**src/rtl/shift_feed_pkg.sv**
```systemverilog
// Shared types for the shift-register feeder: FSM state encoding and the
// FIFO entry layout. Optional feature macro: SHIFT_FEED_PARITY_EN adds the
// PAR state (one trailing even-parity bit per word).
package shift_feed_pkg;

    // Widest word the FIFO entry can carry; the top uses the low MSB bits.
    localparam int DATA_W_MAX = 32;

`ifdef SHIFT_FEED_PARITY_EN
    typedef enum logic [1:0] {
        IDLE  = 2'd0,
        SHIFT = 2'd1,
        PAR   = 2'd2
    } state_t;
`else
    typedef enum logic [0:0] {
        IDLE  = 1'b0,
        SHIFT = 1'b1
    } state_t;
`endif

    // One queued word: its shift direction and its parallel data.
    typedef struct packed {
        logic                  dir;
        logic [DATA_W_MAX-1:0] data;
    } fifo_entry_t;

endpackage

```
**src/rtl/shift_feed_fifo.sv**
```systemverilog
// Small synchronous FIFO of shift_feed entries. The head entry is read
// combinationally so the controller can load the first bit on the pop edge.
module shift_feed_fifo
    import shift_feed_pkg::*;
#(
    parameter int DEPTH = 4
) (
    input  logic                         clk,
    input  logic                         rstn,
    input  logic                         push,
    input  fifo_entry_t                  push_entry,
    input  logic                         pop,
    output fifo_entry_t                  head,
    output logic                         full,
    output logic                         empty,
    output logic [$clog2(DEPTH+1)-1:0]   level
);

    localparam int PW = $clog2(DEPTH);
    localparam int LW = $clog2(DEPTH+1);
    localparam logic [LW-1:0] FULL_LVL = LW'(DEPTH);

    fifo_entry_t mem [DEPTH];

    logic [PW-1:0] wr_ptr_q, wr_ptr_d;
    logic [PW-1:0] rd_ptr_q, rd_ptr_d;
    logic [LW-1:0] level_q, level_d;
    logic          do_push, do_pop;

    assign full    = (level_q == FULL_LVL);
    assign empty   = (level_q == '0);
    assign level   = level_q;
    assign head    = mem[rd_ptr_q];
    assign do_push = push && !full;
    assign do_pop  = pop && !empty;

    // Pointer and occupancy update; DEPTH is a power of two so pointers wrap naturally.
    always_comb begin
        wr_ptr_d = do_push ? wr_ptr_q + 1'b1 : wr_ptr_q;
        rd_ptr_d = do_pop  ? rd_ptr_q + 1'b1 : rd_ptr_q;
        level_d  = level_q;
        case ({do_push, do_pop})
            2'b10:   level_d = level_q + 1'b1;
            2'b01:   level_d = level_q - 1'b1;
            default: level_d = level_q;
        endcase
    end

    // Storage write; contents need no reset because the pointers define validity.
    always_ff @(posedge clk) begin
        if (do_push) begin
            mem[wr_ptr_q] <= push_entry;
        end
    end

    // Pointer and occupancy registers.
    always_ff @(posedge clk) begin
        if (!rstn) begin
            wr_ptr_q <= '0;
            rd_ptr_q <= '0;
            level_q  <= '0;
        end else begin
            wr_ptr_q <= wr_ptr_d;
            rd_ptr_q <= rd_ptr_d;
            level_q  <= level_d;
        end
    end

endmodule

```
**src/rtl/shift_feed_ctrl.sv**
```systemverilog
// Serialises queued parallel words onto a downstream shift register
// (d / en / dir). Words are buffered in shift_feed_fifo and shifted out
// back-to-back with no enable gap. Optional feature macro:
// SHIFT_FEED_PARITY_EN appends one even-parity bit (PAR state) per word.
module shift_feed_ctrl
    import shift_feed_pkg::*;
#(
    parameter int MSB   = 8,
    parameter int DEPTH = 4
) (
    input  logic                         clk,
    input  logic                         rstn,
    input  logic                         in_valid,
    output logic                         in_ready,
    input  logic [MSB-1:0]               in_data,
    input  logic                         in_dir,
    output logic                         d,
    output logic                         en,
    output logic                         dir,
    output logic                         circular,
    output logic                         word_done,
    output logic [$clog2(DEPTH+1)-1:0]   level
);

    localparam int CW = $clog2(MSB);
    localparam logic [CW-1:0] LAST_BIT = CW'(MSB-1);

    state_t         state_q, state_d;
    logic           en_q, en_d;
    logic           d_q, d_d;
    logic           dir_q, dir_d;
    logic           word_done_q, word_done_d;
    logic [MSB-1:0] word_q, word_d;
    logic [CW-1:0]  cnt_q, cnt_d;

    logic           start_word;
    logic           fifo_full, fifo_empty;
    fifo_entry_t    push_entry, head;
    logic [CW-1:0]  cnt_inc, bit_idx;

    // Pack the incoming word into an entry; unused high data bits are zero.
    always_comb begin
        push_entry               = '0;
        push_entry.dir           = in_dir;
        push_entry.data[MSB-1:0] = in_data;
    end

    shift_feed_fifo #(
        .DEPTH (DEPTH)
    ) u_fifo (
        .clk        (clk),
        .rstn       (rstn),
        .push       (in_valid && in_ready),
        .push_entry (push_entry),
        .pop        (start_word),
        .head       (head),
        .full       (fifo_full),
        .empty      (fifo_empty),
        .level      (level)
    );

    // High data bits beyond the configured width are never serialised.
    generate
        if (MSB < DATA_W_MAX) begin : g_hi_sink
            logic unused_hi;
            assign unused_hi = ^head.data[DATA_W_MAX-1:MSB];
        end
    endgenerate

    // Index of the bit to present in the next shift cycle: MSB-first when
    // shifting left, LSB-first when shifting right.
    assign cnt_inc = cnt_q + 1'b1;
    assign bit_idx = dir_q ? (LAST_BIT - cnt_inc) : cnt_inc;

    // Next-state and registered-output logic of the serialiser FSM.
    always_comb begin
        state_d     = state_q;
        en_d        = 1'b0;
        d_d         = d_q;
        dir_d       = dir_q;
        word_d      = word_q;
        cnt_d       = cnt_q;
        word_done_d = 1'b0;
        start_word  = 1'b0;
        case (state_q)
            IDLE: begin
                start_word = !fifo_empty;
            end
            SHIFT: begin
                if (cnt_q != LAST_BIT) begin
                    cnt_d = cnt_inc;
                    en_d  = 1'b1;
                    d_d   = word_q[bit_idx];
                end else begin
                    cnt_d = '0;
`ifdef SHIFT_FEED_PARITY_EN
                    state_d = PAR;
                    en_d    = 1'b1;
                    d_d     = ^word_q;
`else
                    state_d     = IDLE;
                    word_done_d = 1'b1;
                    start_word  = !fifo_empty;
`endif
                end
            end
`ifdef SHIFT_FEED_PARITY_EN
            PAR: begin
                state_d     = IDLE;
                word_done_d = 1'b1;
                start_word  = !fifo_empty;
            end
`endif
            default: begin
                state_d = IDLE;
            end
        endcase
        // Loading a word overrides the idle decision so consecutive words abut.
        if (start_word) begin
            state_d = SHIFT;
            en_d    = 1'b1;
            cnt_d   = '0;
            dir_d   = head.dir;
            word_d  = head.data[MSB-1:0];
            d_d     = head.dir ? head.data[MSB-1] : head.data[0];
        end
    end

    // FSM state and serialiser output registers.
    always_ff @(posedge clk) begin
        if (!rstn) begin
            state_q     <= IDLE;
            en_q        <= 1'b0;
            d_q         <= 1'b0;
            dir_q       <= 1'b0;
            word_done_q <= 1'b0;
            word_q      <= '0;
            cnt_q       <= '0;
        end else begin
            state_q     <= state_d;
            en_q        <= en_d;
            d_q         <= d_d;
            dir_q       <= dir_d;
            word_done_q <= word_done_d;
            word_q      <= word_d;
            cnt_q       <= cnt_d;
        end
    end

    assign in_ready  = !fifo_full;
    assign d         = d_q;
    assign en        = en_q;
    assign dir       = dir_q;
    assign word_done = word_done_q;
    assign circular  = 1'b0;

endmodule

```
**config.mk**
```make
export PLATFORM = sky130hd
export DESIGN_NAME = shift_feed_ctrl
export DESIGN_NICKNAME = d
export VERILOG_FILES = /design/src/rtl/shift_feed_pkg.sv /design/src/rtl/shift_feed_fifo.sv /design/src/rtl/shift_feed_ctrl.sv
export SDC_FILE = /design/constraint.sdc
export NUM_CORES = 1
export LEC_CHECK = 0
export CAP_MARGIN = 20
export CORE_MARGIN = 2
export CORE_UTILIZATION = 34
export DETAILED_ROUTE_END_ITERATION = 12
export DONT_BUFFER_PORTS = 1
export RECOVER_POWER = 50
export SYNTH_ARGS = -nofsm -noshare
export SYNTH_HDL_FRONTEND = slang
export SYNTH_HIERARCHICAL = 1
export SYNTH_SLANG_ARGS = --single-unit
```
**constraint.sdc**
```tcl
create_clock -name clk -period 3.9 [get_ports clk]
set_input_delay 0.195 -clock clk [delete_from_list [all_inputs] [get_ports clk]]
set_output_delay 0.195 -clock clk [all_outputs]
set_load 0.02 [all_outputs]
```
==> results by group, run 1 <==
Critical path
  – CP Max Fanout: 17
  – CP Data Required Time: between 4 and 5 ns
  – Worst-path cell chain: ha_1 > ha_1 > nor2b_1 > nor2_2 > nor2b_1 > ha_1 > inv_1 > fa_1 > xor2_1 > or3_1 > a21boi_1
  – Critical path class: reg -> reg
  – Arr. time, crit path: 3.58 ns
  – Crit path capture type: flop
  – Startpoint class of the critical path: flop
  – Slowest CP cell: dfxtp_1
  – Max incr delay on CP: approximately 0.66 ns
  – Cell repeated most along the worst path: ha_1

Placement
  – IO buf count: 0
  – RD Place Congestion: between 0.7 and 0.8
  – Placement Setup Slack: approximately 0.63 ns
  – Post-DP HPWL: between 2000 and 3000 um
  – Placed Instances: a little under 300

Timing
  – Slew @ Worst Pin: between 0.6 and 0.7 ns
  – Fmax: slightly above 300 MHz
  – Final setup viols: 0
  – Count of final max-slew check failures: 0
  – RSZ-0062 raised after global routing: false
  – Final Hold Vio Count: 0
  – Period minus WS final: between 3 and 4 ns
  – Hold Slack: 0.0184 ns
  – Post-route setup slack: between 0.5 and 0.6 ns
  – Layout Skew: 0.00822 ns
  – Sum Neg Setup Slack: 0 ns
  – Worst slew margin: 0.591
  – Period utilisation layout: 0.850

Cells and area
  – Layout Cells excl Fill: approximately 320
  – Antenna Cells: 0
  – Final #Nets: 236
  – Fraction of layout instances using a drive strength above 1: 0.136
  – Area Growth Syn to Fin: 11.3%

Floorplanning
  – Num rows: 32
  – Initial Util: 0.349
  – Die Span X: 93.1 um
  – Number of I/O pins: 21
  – Total core area: just under 8000 um2
  – Die height: slightly above 90 um
  – Die ar.: slightly below 9000 um2

Synthesis
  – Syn Std Cell Area: 2700 um2
  – Post-synthesis net count: about 230
  – Syn Inst Count: roughly 210
  – Ys Warns: 6
  – Syn Area/Cell: between 10 and 15 um2

Run status
  – Status: completed

Clocking
  – Clk sink count: 60
  – Clk buf depth: 2
  – Root Driver: clkbuf_8
  – Clock-pin slew on the worst setup and hold paths: roughly 0.070 ns
  – Postcts setup bufs: 0
  – Total CTS buffers: 9
  – H-tree Lvls: 3
  – Clock latency on the worst-skew pair: 0.33 ns
  – CTS tree: done

Global route
  – First-pass GRT wire length: between 7000 and 8000 um
  – Total global-route track usage: 0.122
  – Number of global-route vias before repair: between 1.5k and 2k
  – Antenna violations before repair: 0
  – Grt ovf: 0
  – Largest net degree at the start of global routing: 19

Detailed routing
  – Starting DRC count in detailed routing: 73
  – DR vias/cell: about 4.8
  – DR WL/cell: around 14 um
  – Vias: between 1.5k and 2k
  – DR pass1 iterations: 4
  – Met3 Wirelength: between 200 and 250 um
  – Met1 Wirelength: about 2200 um
  – DRC: 0
  – Top layer in use: met4
  – Met2 wire len: between 2000 and 2500 um
  – ANT nets after route: 0
  – Routed WL: approximately 4600 um

Pwr
  – Pwr Total: between 0.002 and 0.0025 W
  – LEAKAGE: about 1 nW
  – Max rail drop VDD: 280 uV
  – Power per cell area: between 600 and 700 nW/um2

Job
  – Max-cap violation count: 0

Min path
  – Worst min path class: in -> reg
per-layer routing:
| layer | vias to the layer above | global-route usage |
|---|---|---|
| met5 | - | 0 |
| met4 | 0 | 0.0441 |
| met3 | 7 | 0.0532 |
| met2 | 33 | 0.176 |
| met1 | 745 | 0.163 |
| li1 | 768 | - |
per-stage QoR:
step                 util  cell area (um2)
floorplan               -             2700
global placement    0.352             2720
detailed placement  0.352             2720
CTS                 0.389             3010
global route        0.389             3000
finish              0.389             3000
critical path: cells and delay by family, from the launching register on:
kind	cells	cell delay, ns
and+or+nand+nor	4	1.17
adders and majority gates	4	1.05
xor gates and xnor gates	1	0.16
AOI/OAI and AO/OA	1	0.13
DFF	1	0.66
buffers and inverters	1	0.06
worst paths after layout:
path,slack [ns],from,endpoint,cells after the start
setup / recovery,0.59,cnt_q[0],u_fifo/level[2],11
hold / removal,0.02,rstn,word_done,1
setup reg to reg,0.59,cnt_q[0],u_fifo/level[2],11
hold reg to reg,0.48,word_q[3],word_q[3],2
layout by cell type (no fill, tap or decap), types with 6 or more instances in the layout:
cell type and count:
edfxtp_1 36, dfxtp_1 24, nand2_1 23, o21ai_0 15
a21boi_1 12, dlygate4sd3_1 11, clkbuf_8 9, mux4_2 9
mux2i_1 7, ha_1 7, nor2b_1 6, inv_1 6
and2_1 6
area by class of cell:
cell class	count	area, um2
Inverter	7	26.3
Clock inverter	7	51.3
Multi-Input combinational cell	126	996
Tap cell	102	128
Sequential cell	60	1560
Clock buffer	9	124
Fill cell	729	4720
Timing Repair Buffer	12	118
power breakdown:
part | leakage (nW) | internal [W] | switching, W
combinational | 0.385 | 0.000268 | 0.000314
sequential | 0.526 | 0.000807 | 0.000155
clock | 0.0876 | 0.000233 | 0.000254
sequential cells by signal (all words and copies together) (netlist names), named ones only:
name / flops
u_fifo/mem: 36
word_q: 8
cnt_q: 3
u_fifo/level: 3
u_fifo/rd_ptr_q: 2
u_fifo/wr_ptr_q: 2
d: 1
dir: 1
en: 1
word_done: 1
repair_timing:
action / CTS / global route
gates resized for setup: 0 / 0
setup endpoints to repair: 0 / 0
hold buffers: 11 / 0
hold endpoints to repair: 51 / 0
(Power assumes the default switching activity.)
==> inputs of run 2 (changes only) <==
==> constraint.sdc (replaced) <==
create_clock -name clk -period 3.2 [get_ports clk]
set_input_delay 0.16 -clock clk [delete_from_list [all_inputs] [get_ports clk]]
set_output_delay 0.16 -clock clk [all_outputs]
set_load 0.02 [all_outputs]
==> results by group, run 2 (synthesis results as in run 1) <==
Run status
  – Status: completed (unchanged)

Cells and area
  – Final #Nets: 239 (was 236)
  – Antenna Cells: 0 (unchanged)
  – Area of the multi-input gates: 991 um2 (was 996 um2)
  – Fraction of layout instances using a drive strength above 1: 0.130 (was 0.136)
  – Area Growth Syn to Fin: 11.6% (was 11.3%)
  – Most flops, register: u_fifo/mem (unchanged)
  – Most frequent cells in the layout: edfxtp_1 (36), dfxtp_1 (24), nand2_1 (23) (unchanged)
  – Fillers: 746 (was 729)
  – Most common cell after layout, fill and taps aside: edfxtp_1 (unchanged)
  – Top flop regs: u_fifo/mem (36), word_q (8) (unchanged)
  – Max FFs per register: 36 (unchanged)
  – FF/Latch Area: 1560 um2 (unchanged)
  – Post-route cell area: 3010 um2 (was 3000 um2)
  – Final Util: 0.390 (was 0.389)

Floorplanning
  – Initial Util: 0.349 (unchanged)
  – Die height: 93.1 um (unchanged)
  – Die ar.: 8670 um2 (unchanged)
  – Total core area: 7730 um2 (unchanged)
  – Num rows: 32 (unchanged)
  – Number of I/O pins: 21 (unchanged)
  – Die Span X: 93.1 um (unchanged)

Timing
  – Count of final max-slew check failures: 0 (unchanged)
  – Post-route setup slack: 0.566 ns (was 0.587 ns)
  – Period minus WS final: 2.63 ns (was 3.31 ns)
  – Fmax: 380 MHz (was 302 MHz)
  – Slew @ Worst Pin: 0.756 ns (was 0.613 ns)
  – Final Hold Vio Count: 0 (unchanged)
  – Period utilisation layout: 0.823 (was 0.850)
  – Worst slew margin: 0.494 (was 0.591)
  – Sum Neg Setup Slack: 0 ns (unchanged)
  – Hold Slack: 0.0349 ns (was 0.0184 ns)
  – Layout Skew: 0.00809 ns (was 0.00822 ns)
  – RSZ-0062 raised after global routing: false (unchanged)
  – Final setup viols: 0 (unchanged)

Clocking
  – H-tree Lvls: 3 (unchanged)
  – Clock-pin slew on the worst setup and hold paths: 0.06 ns (was 0.07 ns)
  – Clk sink count: 60 (unchanged)
  – Total CTS buffers: 9 (unchanged)
  – Clk buf depth: 2 (unchanged)
  – Postcts setup bufs: 0 (unchanged)
  – Root Driver: clkbuf_8 (unchanged)
  – CTS tree: done (unchanged)
  – Clock latency on the worst-skew pair: 0.34 ns (was 0.33 ns)
  – # resized after CTS: 0 (unchanged)

Placement
  – Placement Setup Slack: 0.652 ns (was 0.630 ns)
  – Post-DP HPWL: 2990 um (was 2980 um)
  – RD Place Congestion: 0.772 (was 0.734)
  – DP Area: 2750 um2 (was 2720 um2)
  – IO buf count: 0 (unchanged)

Min path
  – Worst min path class: in -> reg (unchanged)
  – Hold_sp: rstn (unchanged)

Global route
  – Total global-route track usage: 0.116 (was 0.122)
  – Busiest metal layer after global routing: met2 (unchanged)
  – First-pass GRT wire length: 7500 um (was 7870 um)
  – GR Util met1: 0.146 (was 0.163)
  – Antenna violations before repair: 0 (unchanged)
  – Largest net degree at the start of global routing: 26 (was 19)
  – Number of global-route vias before repair: 1490 (was 1542)
  – Met3 Use GR: 0.0516 (was 0.0532)
  – Grt ovf: 0 (unchanged)
  – Met2 Usage GRT: 0.175 (was 0.176)

Pwr
  – LEAKAGE: 1.01 nW (was 0.999 nW)
  – Max rail drop VDD: 364 uV (was 280 uV)
  – Power per cell area: 837 nW/um2 (was 676 nW/um2)

Critical path
  – FF-to-FF Start: u_fifo/level[1] (was cnt_q[0])
  – CP Data Required Time: 3.47 ns (was 4.17 ns)
  – Arr. time, crit path: 2.91 ns (was 3.58 ns)
  – Reg-to-reg slack, setup: 0.57 ns (was 0.59 ns)
  – CP Max Fanout: 17 (unchanged)
  – Critical path class: reg -> reg (unchanged)
  – Crit path capture type: flop (unchanged)
  – Crit path from: u_fifo/level[1] (was cnt_q[0])
  – Startpoint class of the critical path: flop (unchanged)

Job
  – Max-cap violation count: 0 (unchanged)

Detailed routing
  – DR vias/cell: 4.71 (was 4.81)
  – DRC: 0 (unchanged)
  – Starting DRC count in detailed routing: 58 (was 73)
  – Vias: 1531 (was 1553)
  – Routed WL: 4500 um (was 4610 um)
  – ANT nets after route: 0 (unchanged)
  – DR WL/cell: 13.9 um (was 14.3 um)
  – DR pass1 iterations: 4 (unchanged)
run 2: final cells by class:
type,instances,area share
Sequential cell,60,0.518
Clock buffer,10,0.0423
Clock inverter,5,0.0178
Inverter,7,0.00872
Multi-Input combinational cell,126,0.329
Timing Repair Buffer,15,0.0419
Tap cell,102,0.0423
run 2: what timing repair did:
item | 4_1_cts | 5_1_grt
endpoints found under the setup margin | 0 | 0
endpoints found under the hold margin | 60 | 0
hold buffers | 10 | 0
run 2: through the flow:
stage,power [W],cells
floorplan,0.00179,208
global placement,0.00192,300
detailed placement,0.00193,300
CTS,0.00259,325
global route,0.00270,325
finish,0.00252,325
run 2: report_power, final:
| group | internal, W | total (W) | switching (W) | leakage [nW] |
|---|---|---|---|---|
| Combinational | 0.000336 | 0.000755 | 0.000419 | 0.390 |
| Sequential | 0.000984 | 0.00113 | 0.000150 | 0.526 |
| Clock | 0.000352 | 0.000633 | 0.000281 | 0.0959 |
run 2: worst paths after layout:
check	depth (start not counted)	end
setup / recovery	10	u_fifo/level[2]
hold / removal	2	u_fifo/rd_ptr_q[0]
setup reg to reg	10	u_fifo/level[2]
hold reg to reg	2	word_q[2]
run 2: routing by layer:
metal | vias up | routed length [um]
met5 | - | 0
met4 | 0 | 53
met3 | 7 | 250
met2 | 28 | 2150
met1 | 726 | 2050
li1 | 770 | -
run 2: worst max-delay path: stages (launching register included):
cell and delay (ns):
dfxtp_1 0.51, nor3_1 0.13, clkbuf_1 0.30, nor2_2 0.20, nor2b_1 0.20, ha_1 0.21, inv_1 0.06, fa_1 0.37
xor2_1 0.15, or3_1 0.31, a21boi_1 0.13
